--- config.mk ---
export PLATFORM = sky130hd
export DESIGN_NAME = if_stage
export DESIGN_NICKNAME = d
export VERILOG_FILES = /design/src/rtl/if_stage_pkg.sv /design/src/rtl/if_stage_if_id_reg.sv /design/src/rtl/if_stage.sv
export SDC_FILE = /design/constraint.sdc
export NUM_CORES = 1
export LEC_CHECK = 0
export BUFFER_PORTS_ARGS = -buffer_cell sky130_fd_sc_hd__buf_2
export CAP_MARGIN = 20
export CORE_MARGIN = 10
export CORE_UTILIZATION = 35
export CTS_BUF_LIST = sky130_fd_sc_hd__clkbuf_4
export CTS_CLUSTER_DIAMETER = 80
export DETAILED_ROUTE_END_ITERATION = 10
export GPL_TIMING_DRIVEN = 0
export PLACE_DENSITY = 0.54
export SYNTH_ARGS = -nofsm -noshare
export SYNTH_HDL_FRONTEND = slang
export SYNTH_HIERARCHICAL = 1
export SYNTH_SLANG_ARGS = --single-unit
--- constraint.sdc ---
create_clock -name clk_i -period 8.67 [get_ports clk_i]
set_input_delay 1.3005 -clock clk_i [delete_from_list [all_inputs] [get_ports clk_i]]
set_output_delay 1.3005 -clock clk_i [all_outputs]
set_load 0.02 [all_outputs]
--- src/rtl/if_stage_pkg.sv ---
// Shared CPU definitions used by the fetch stage and its IF/ID register.
package if_stage_pkg;

  localparam int INSTR_W = 32;
  localparam logic [INSTR_W-1:0] NOP_WORD = 32'h0000_0000;

  typedef enum logic {
    FETCH = 1'b0,
    HOLD  = 1'b1
  } if_state_e;

endpackage

--- src/rtl/if_stage_if_id_reg.sv ---
// IF/ID pipeline register: write enable loads a fetched instruction,
// flush loads a bubble and takes priority over the write enable.
module if_id_reg
  import if_stage_pkg::*;
(
  input  logic               clk,
  input  logic               rst,
  input  logic               we,
  input  logic               flush,
  input  logic [31:0]        pc4_d,
  input  logic [INSTR_W-1:0] instr_d,
  output logic [31:0]        pc4_q,
  output logic [INSTR_W-1:0] instr_q,
  output logic               valid_q
);

  always_ff @(posedge clk or posedge rst) begin
    if (rst) begin
      pc4_q   <= 32'h0;
      instr_q <= NOP_WORD;
      valid_q <= 1'b0;
    end else if (flush) begin
      pc4_q   <= 32'h0;
      instr_q <= NOP_WORD;
      valid_q <= 1'b0;
    end else if (we) begin
      pc4_q   <= pc4_d;
      instr_q <= instr_d;
      valid_q <= 1'b1;
    end
  end

endmodule

--- src/rtl/if_stage.sv ---
// Instruction fetch stage: PC register, FETCH/HOLD fetch FSM with a one-entry
// fetch buffer, branch redirect, and the IF/ID pipeline register.
//
// state | meaning
// FETCH | request outstanding at pc_o; ack with advance moves one instruction
// HOLD  | fetched word parked in buffer, waiting for the hazard stall to lift
module if_stage
  import if_stage_pkg::*;
#(
  parameter logic [31:0] RESET_PC = 32'h0000_0000
) (
  input  logic               clk_i,
  input  logic               rst_i,
  input  logic               pc_write_i,
  input  logic               if_id_write_i,
  input  logic               branch_taken_i,
  input  logic [31:0]        branch_target_i,
  output logic               imem_req_o,
  output logic [31:0]        imem_addr_o,
  input  logic               imem_ack_i,
  input  logic [INSTR_W-1:0] imem_data_i,
  output logic [31:0]        pc_o,
  output logic [31:0]        id_pc4_o,
  output logic [INSTR_W-1:0] id_instr_o,
  output logic               id_valid_o
);

  if_state_e          state_q, state_d;
  logic [31:0]        pc_q, pc_d;
  logic [INSTR_W-1:0] buf_instr_q, buf_instr_d;
  logic [31:0]        buf_pc4_q, buf_pc4_d;
  logic               id_we, id_flush;
  logic [INSTR_W-1:0] id_instr_d;
  logic [31:0]        id_pc4_d;
  logic               advance;
  logic [31:0]        pc_plus4;

  assign advance  = pc_write_i & if_id_write_i;
  assign pc_plus4 = pc_q + 32'd4;

  // Request is masked while reset is held so an ack in that window is ignored.
  assign imem_req_o  = (state_q == FETCH) & ~rst_i;
  assign imem_addr_o = pc_q;
  assign pc_o        = pc_q;

  always_ff @(posedge clk_i or posedge rst_i) begin
    if (rst_i) begin
      state_q     <= FETCH;
      pc_q        <= RESET_PC;
      buf_instr_q <= NOP_WORD;
      buf_pc4_q   <= 32'h0;
    end else begin
      state_q     <= state_d;
      pc_q        <= pc_d;
      buf_instr_q <= buf_instr_d;
      buf_pc4_q   <= buf_pc4_d;
    end
  end

  always_comb begin
    state_d     = state_q;
    pc_d        = pc_q;
    buf_instr_d = buf_instr_q;
    buf_pc4_d   = buf_pc4_q;
    id_we       = 1'b0;
    id_flush    = 1'b0;
    id_instr_d  = imem_data_i;
    id_pc4_d    = pc_plus4;

    if (branch_taken_i) begin
      pc_d        = branch_target_i & ~32'h3;
      state_d     = FETCH;
      buf_instr_d = NOP_WORD;
      buf_pc4_d   = 32'h0;
      id_flush    = 1'b1;
    end else begin
      unique case (state_q)
        FETCH: begin
          if (imem_ack_i) begin
            if (advance) begin
              id_we = 1'b1;
              pc_d  = pc_plus4;
            end else begin
              buf_instr_d = imem_data_i;
              buf_pc4_d   = pc_plus4;
              state_d     = HOLD;
            end
          end else if (if_id_write_i) begin
            id_flush = 1'b1;
          end
        end
        HOLD: begin
          if (advance) begin
            id_we      = 1'b1;
            id_instr_d = buf_instr_q;
            id_pc4_d   = buf_pc4_q;
            pc_d       = pc_plus4;
            state_d    = FETCH;
          end
        end
        default: state_d = FETCH;
      endcase
    end
  end

  if_id_reg u_if_id_reg (
    .clk     (clk_i),
    .rst     (rst_i),
    .we      (id_we),
    .flush   (id_flush),
    .pc4_d   (id_pc4_d),
    .instr_d (id_instr_d),
    .pc4_q   (id_pc4_o),
    .instr_q (id_instr_o),
    .valid_q (id_valid_o)
  );

endmodule

## Word-level counts from Yosys, hierarchy flattened

Cells that the tools add are included.

- Flip-flop bits (word level): 162
- Input port bits: 70

- Add/sub/neg operators: 1
- Eq/ne operators: 2
- Multiplexer cells: 34
- Bitwise logic cells: 4
- Reduce and logical (&&, ||, !) cells: 3

Operators with widths:

| kind | count |
|---|---|
| 32-bit two-way mux | 19 |
| 32-bit one-hot mux with 2 select lines | 1 |
| 32-bit by 3-bit adder with 32-bit output (second input constant) | 1 |
| 1-bit two-way mux | 12 |
| 1-bit one-hot mux with 2 select lines | 2 |
| 2-bit nonzero test | 2 |
| 3-bit inequality test (second input constant) | 1 |
| 1-bit AND | 2 |
| 2-bit inequality test (second input constant) | 1 |
| 1-bit inverter | 2 |
| 2-bit AND reduction | 1 |

## Depth between registers and ports, before layout

- Word-level depth: 7
- Depth in mapped cells: 10
- Gate-level depth less buffers: 7

## Cells and area by module

Netlist, hierarchy kept.

Modules (own cells, without submodules):

| module | instances | cells an instance | area each (µm²) | seq. area each (µm²) |
|---|---|---|---|---|
| if_stage | 1 | 708 | 5770.5 | 2377.3 |
| if_id_reg | 1 | 210 | 2640.0 | 1626.6 |

## Least setup slack after synthesis

No wires, ideal clock.

- Path kind: input -> output
- Start: input port rst_i
- End: output port imem_req_o
- Arrival: 1.580 ns
- Data required time: 7.369 ns
- Setup slack: 5.789 ns
- Stages on the path: 1
- Cells stage by stage: nor2_1

- Word-level cells in the longest chain between the ends: 2

RTL lines:

| item | RTL line | source |
|---|---|---|
| start, declared | if_stage.sv:13 | `input logic rst_i,` |
| 1-bit inverter | if_stage.sv:42 | `assign imem_req_o = (state_q == FETCH) & ~rst_i;` |
| 1-bit AND | if_stage.sv:42 |  |
| end, declared | if_stage.sv:18 | `output logic imem_req_o,` |

Every way passes these cells.

## Final worst setup path

Same ends and word-level chain as after synthesis.

==> flow_summary.toml <==
[run_status]
status = "complete, no violations"

[synth]
syn_inst = 918
avgSynthCellArea_um2 = 9.16
synth-compound-area-share = 0.123
synth_xor_area_frac = 0.0281
synth_cell_types = 47
muxShareOfSynthArea = 0.0774
synth_top_flop_cell = "dfrtp_1"
synth_simple_gate_area_frac = 0.218
syn_area_mm2 = 0.00841
synth_seq_cells = 160
synth-edff-count = 0
ys_seq_area_frac = 0.476
async_reset_ff_frac = 1.00
yosys_warnings = 6
synth_top_family_by_area = "simple AND/OR/NAND/NOR gates"
synthAdderAreaFrac = 0.00149

[timing]
hold_viol = 0
maxSlewViolCount = 0
fmax_mhz = 319
maxSlewHeadroom = 0.397
finalCritPeriodShare = 0.361
setup_viol = 0
min_period_ps = 3130
fin_tns_setup_ps = 0
clock-skew-final_ps = 29.6
rsz0062_at_grt = "false"
worst_pin_slew_ps = 900

[clock_network]
h-tree-depth = 4
clockBufferDepth = 2
root_buffer = "clkbuf_4"
cts_made_buffers = 17
insertion_delay_ps = 580
clock-sinks = 160
cts_setup_buffers = 0
cts_resized = 0
ctsHoldBuffers = 0
cts.clk_slew.worst_paths_ps = 140
cts_tree = "yes"

[floorplan]
ios = 200
start_util = 0.357
coreArea_mm2 = 0.0235
rows = 56
die_h_um = 175
die_area_mm2 = 0.0306
die_x_um = 175

[setup_path]
cp.buffers_inverters = 2
start_kind = "input pin"
slowest_stage = "buf_2"
cp_max_fo = 3
worst_r2r_path_depth = 9
cp_common_cell = "buf_2"
critPathTopFamily = "buffers and inverters"
cp_cell_sequence = "buf_2 -> nor2_1 -> buf_2"
crit_arrival_ps = 1830
cpPeakStageDelay_ps = 200
cp-end-kind = "primary output"
cp_num_cells = 3
worstSetupPathType = "in2out"
cp.required_ps = 7370

[cells_and_area]
final_cell_mix = "buf_2, nand2_1, dfrtp_1"
layout_commonest_cell = "buf_2"
fillCellCount = 2443
area_growth_syn_to_layout_pct = 20.7
drive_gt1_frac = 0.249
nNetsFinal = 1207

[routing]
drtAntennaViolNets = 0
dr_wl_met3_um = 1500
drtIter0Drc = 454
routed-via-count = 7435
drt-met1-wl_um = 12500
wl_per_cell_um = 19.0
routed.top_layer = "met4"
drc = 0
drt-total-wl_um = 28000
met2WireLength_um = 13500
vias_per_cell = 5.05
dr.pass1.iters = 6

[power_and_ir_drop]
power_mw = 1.59
p_per_area_mw_per_mm2 = 157
p_leak_nw = 4.77
max-vdd-ir-drop_uv = 86.1

[min_path]
hold_path.class = "reg2reg"
holdPathStages = 1

[place]
gp_congestion = 0.865
hpwlAfterDp_um = 20600
portBuffers = 193

[grt]
track_usage = 0.181
grt_pass1_vias = 7671
grt_max_degree = 66
grt_pass1_wl_um = 44000
grt_overflow_total = 0
antenna_found_initial = 3

[flow_run]
max_cap_viol_count = 0
cells in the mapped netlist (all sizes together) (4+ instances only):
master  count  area (µm²)
o21ai      43         215
o31ai       7        52.6
and4        5        43.8
or3        15        93.8
mux2i      65         651
a22o       33         289
nor2      117         439
nor3       10        50.1
clkbuf     53         199
and2        7        43.8
xnor2      16         140
nor4        7        43.8
or4        26         199
nand2     160         601
a21oi      16        80.1
buf        52         408
a31oi      23         144
nand4      16         113
xor2       11        96.3
dfrtp     160        4000
o211ai     16         120
nand3      28         140
inv         6        22.5
a221o       4        40.0
metrics by stage:
step                cell area [µm²]  hold slack (ps)  worst slack [ps]  utilization  cells
floorplan                      8420              444              4890            -    921
global placement               9790              461              3170        0.416   1433
detailed placement             9860              462              5090        0.419   1436
CTS                           10100              501              5530        0.431   1468
global route                  10100              527              5440        0.431   1470
finish                        10100              497              5540        0.431   1471
path summary, 6_finish.rpt:
check	to	slack, ps	startpoint
min in group asynchronous	buf_pc4_q[28]	850	rst_i
hold / removal	buf_pc4_q[0]	500	buf_pc4_q[0]
hold reg to reg	buf_pc4_q[0]	500	buf_pc4_q[0]
max in group asynchronous	u_if_id_reg/pc4_q[23]	7120	rst_i
setup / recovery	imem_req_o	5540	rst_i
setup reg to reg	u_if_id_reg/pc4_q[31]	5680	imem_addr_o[2]
worst reg2reg max path: stages (launching register included):
cell      delay [ps]
dfrtp_1          580
and4_1           230
clkbuf_1         320
nand4_1          400
clkbuf_1         350
clkbuf_1         300
o31ai_1          300
a31oi_1          160
mux2i_1          180
nor2_1            50
flip-flops by register name, indices dropped and copies added, names as in the netlist:
name / cells
u_if_id_reg/valid_q: 1
imem_addr_o: 30
u_if_id_reg/instr_q: 32
buf_pc4_q: 32
state_q: 1
buf_instr_q: 32
u_if_id_reg/pc4_q: 32
kinds of logic (layout without fill, tap and decap cells):
group | Yosys count | after routing
AND/OR/NAND/NOR | 400 | 400
flip-flops | 160 | 160
AO/OA/AOI/OAI | 153 | 153
buffers and inverters | 111 | 339
multiplexers | 65 | 65
XOR/XNOR | 27 | 27
adder cells (fa/ha/maj) | 1 | 1
other | 1 | 7
final cells by class:
cell class | instances | area, µm² | area share
diodes | 3 | 7.51 | 0.000740
plain buffers | 105 | 607 | 0.0598
clock buffers | 17 | 128 | 0.0126
clock inverters | 15 | 150 | 0.0148
inverters | 6 | 27.5 | 0.00271
multi-input cells | 650 | 3790 | 0.374
flip-flops and latches | 160 | 4000 | 0.395
well taps | 319 | 399 | 0.0393
repair buffers | 196 | 1030 | 0.102
per-layer routing:
| layer | vias to the layer above | GRT usage |
|---|---|---|
| li1 | 3633 | - |
| met1 | 3598 | 0.233 |
| met2 | 182 | 0.294 |
| met3 | 22 | 0.0407 |
| met4 | 0 | 0.0579 |
| met5 | - | 0 |
power breakdown:
group / switching, mW / internal, mW / total, mW
logic: 0.192 / 0.115 / 0.307
registers: 0.0409 / 0.784 / 0.825
clock network: 0.307 / 0.152 / 0.459
Power figures use the tool's default switching activity.
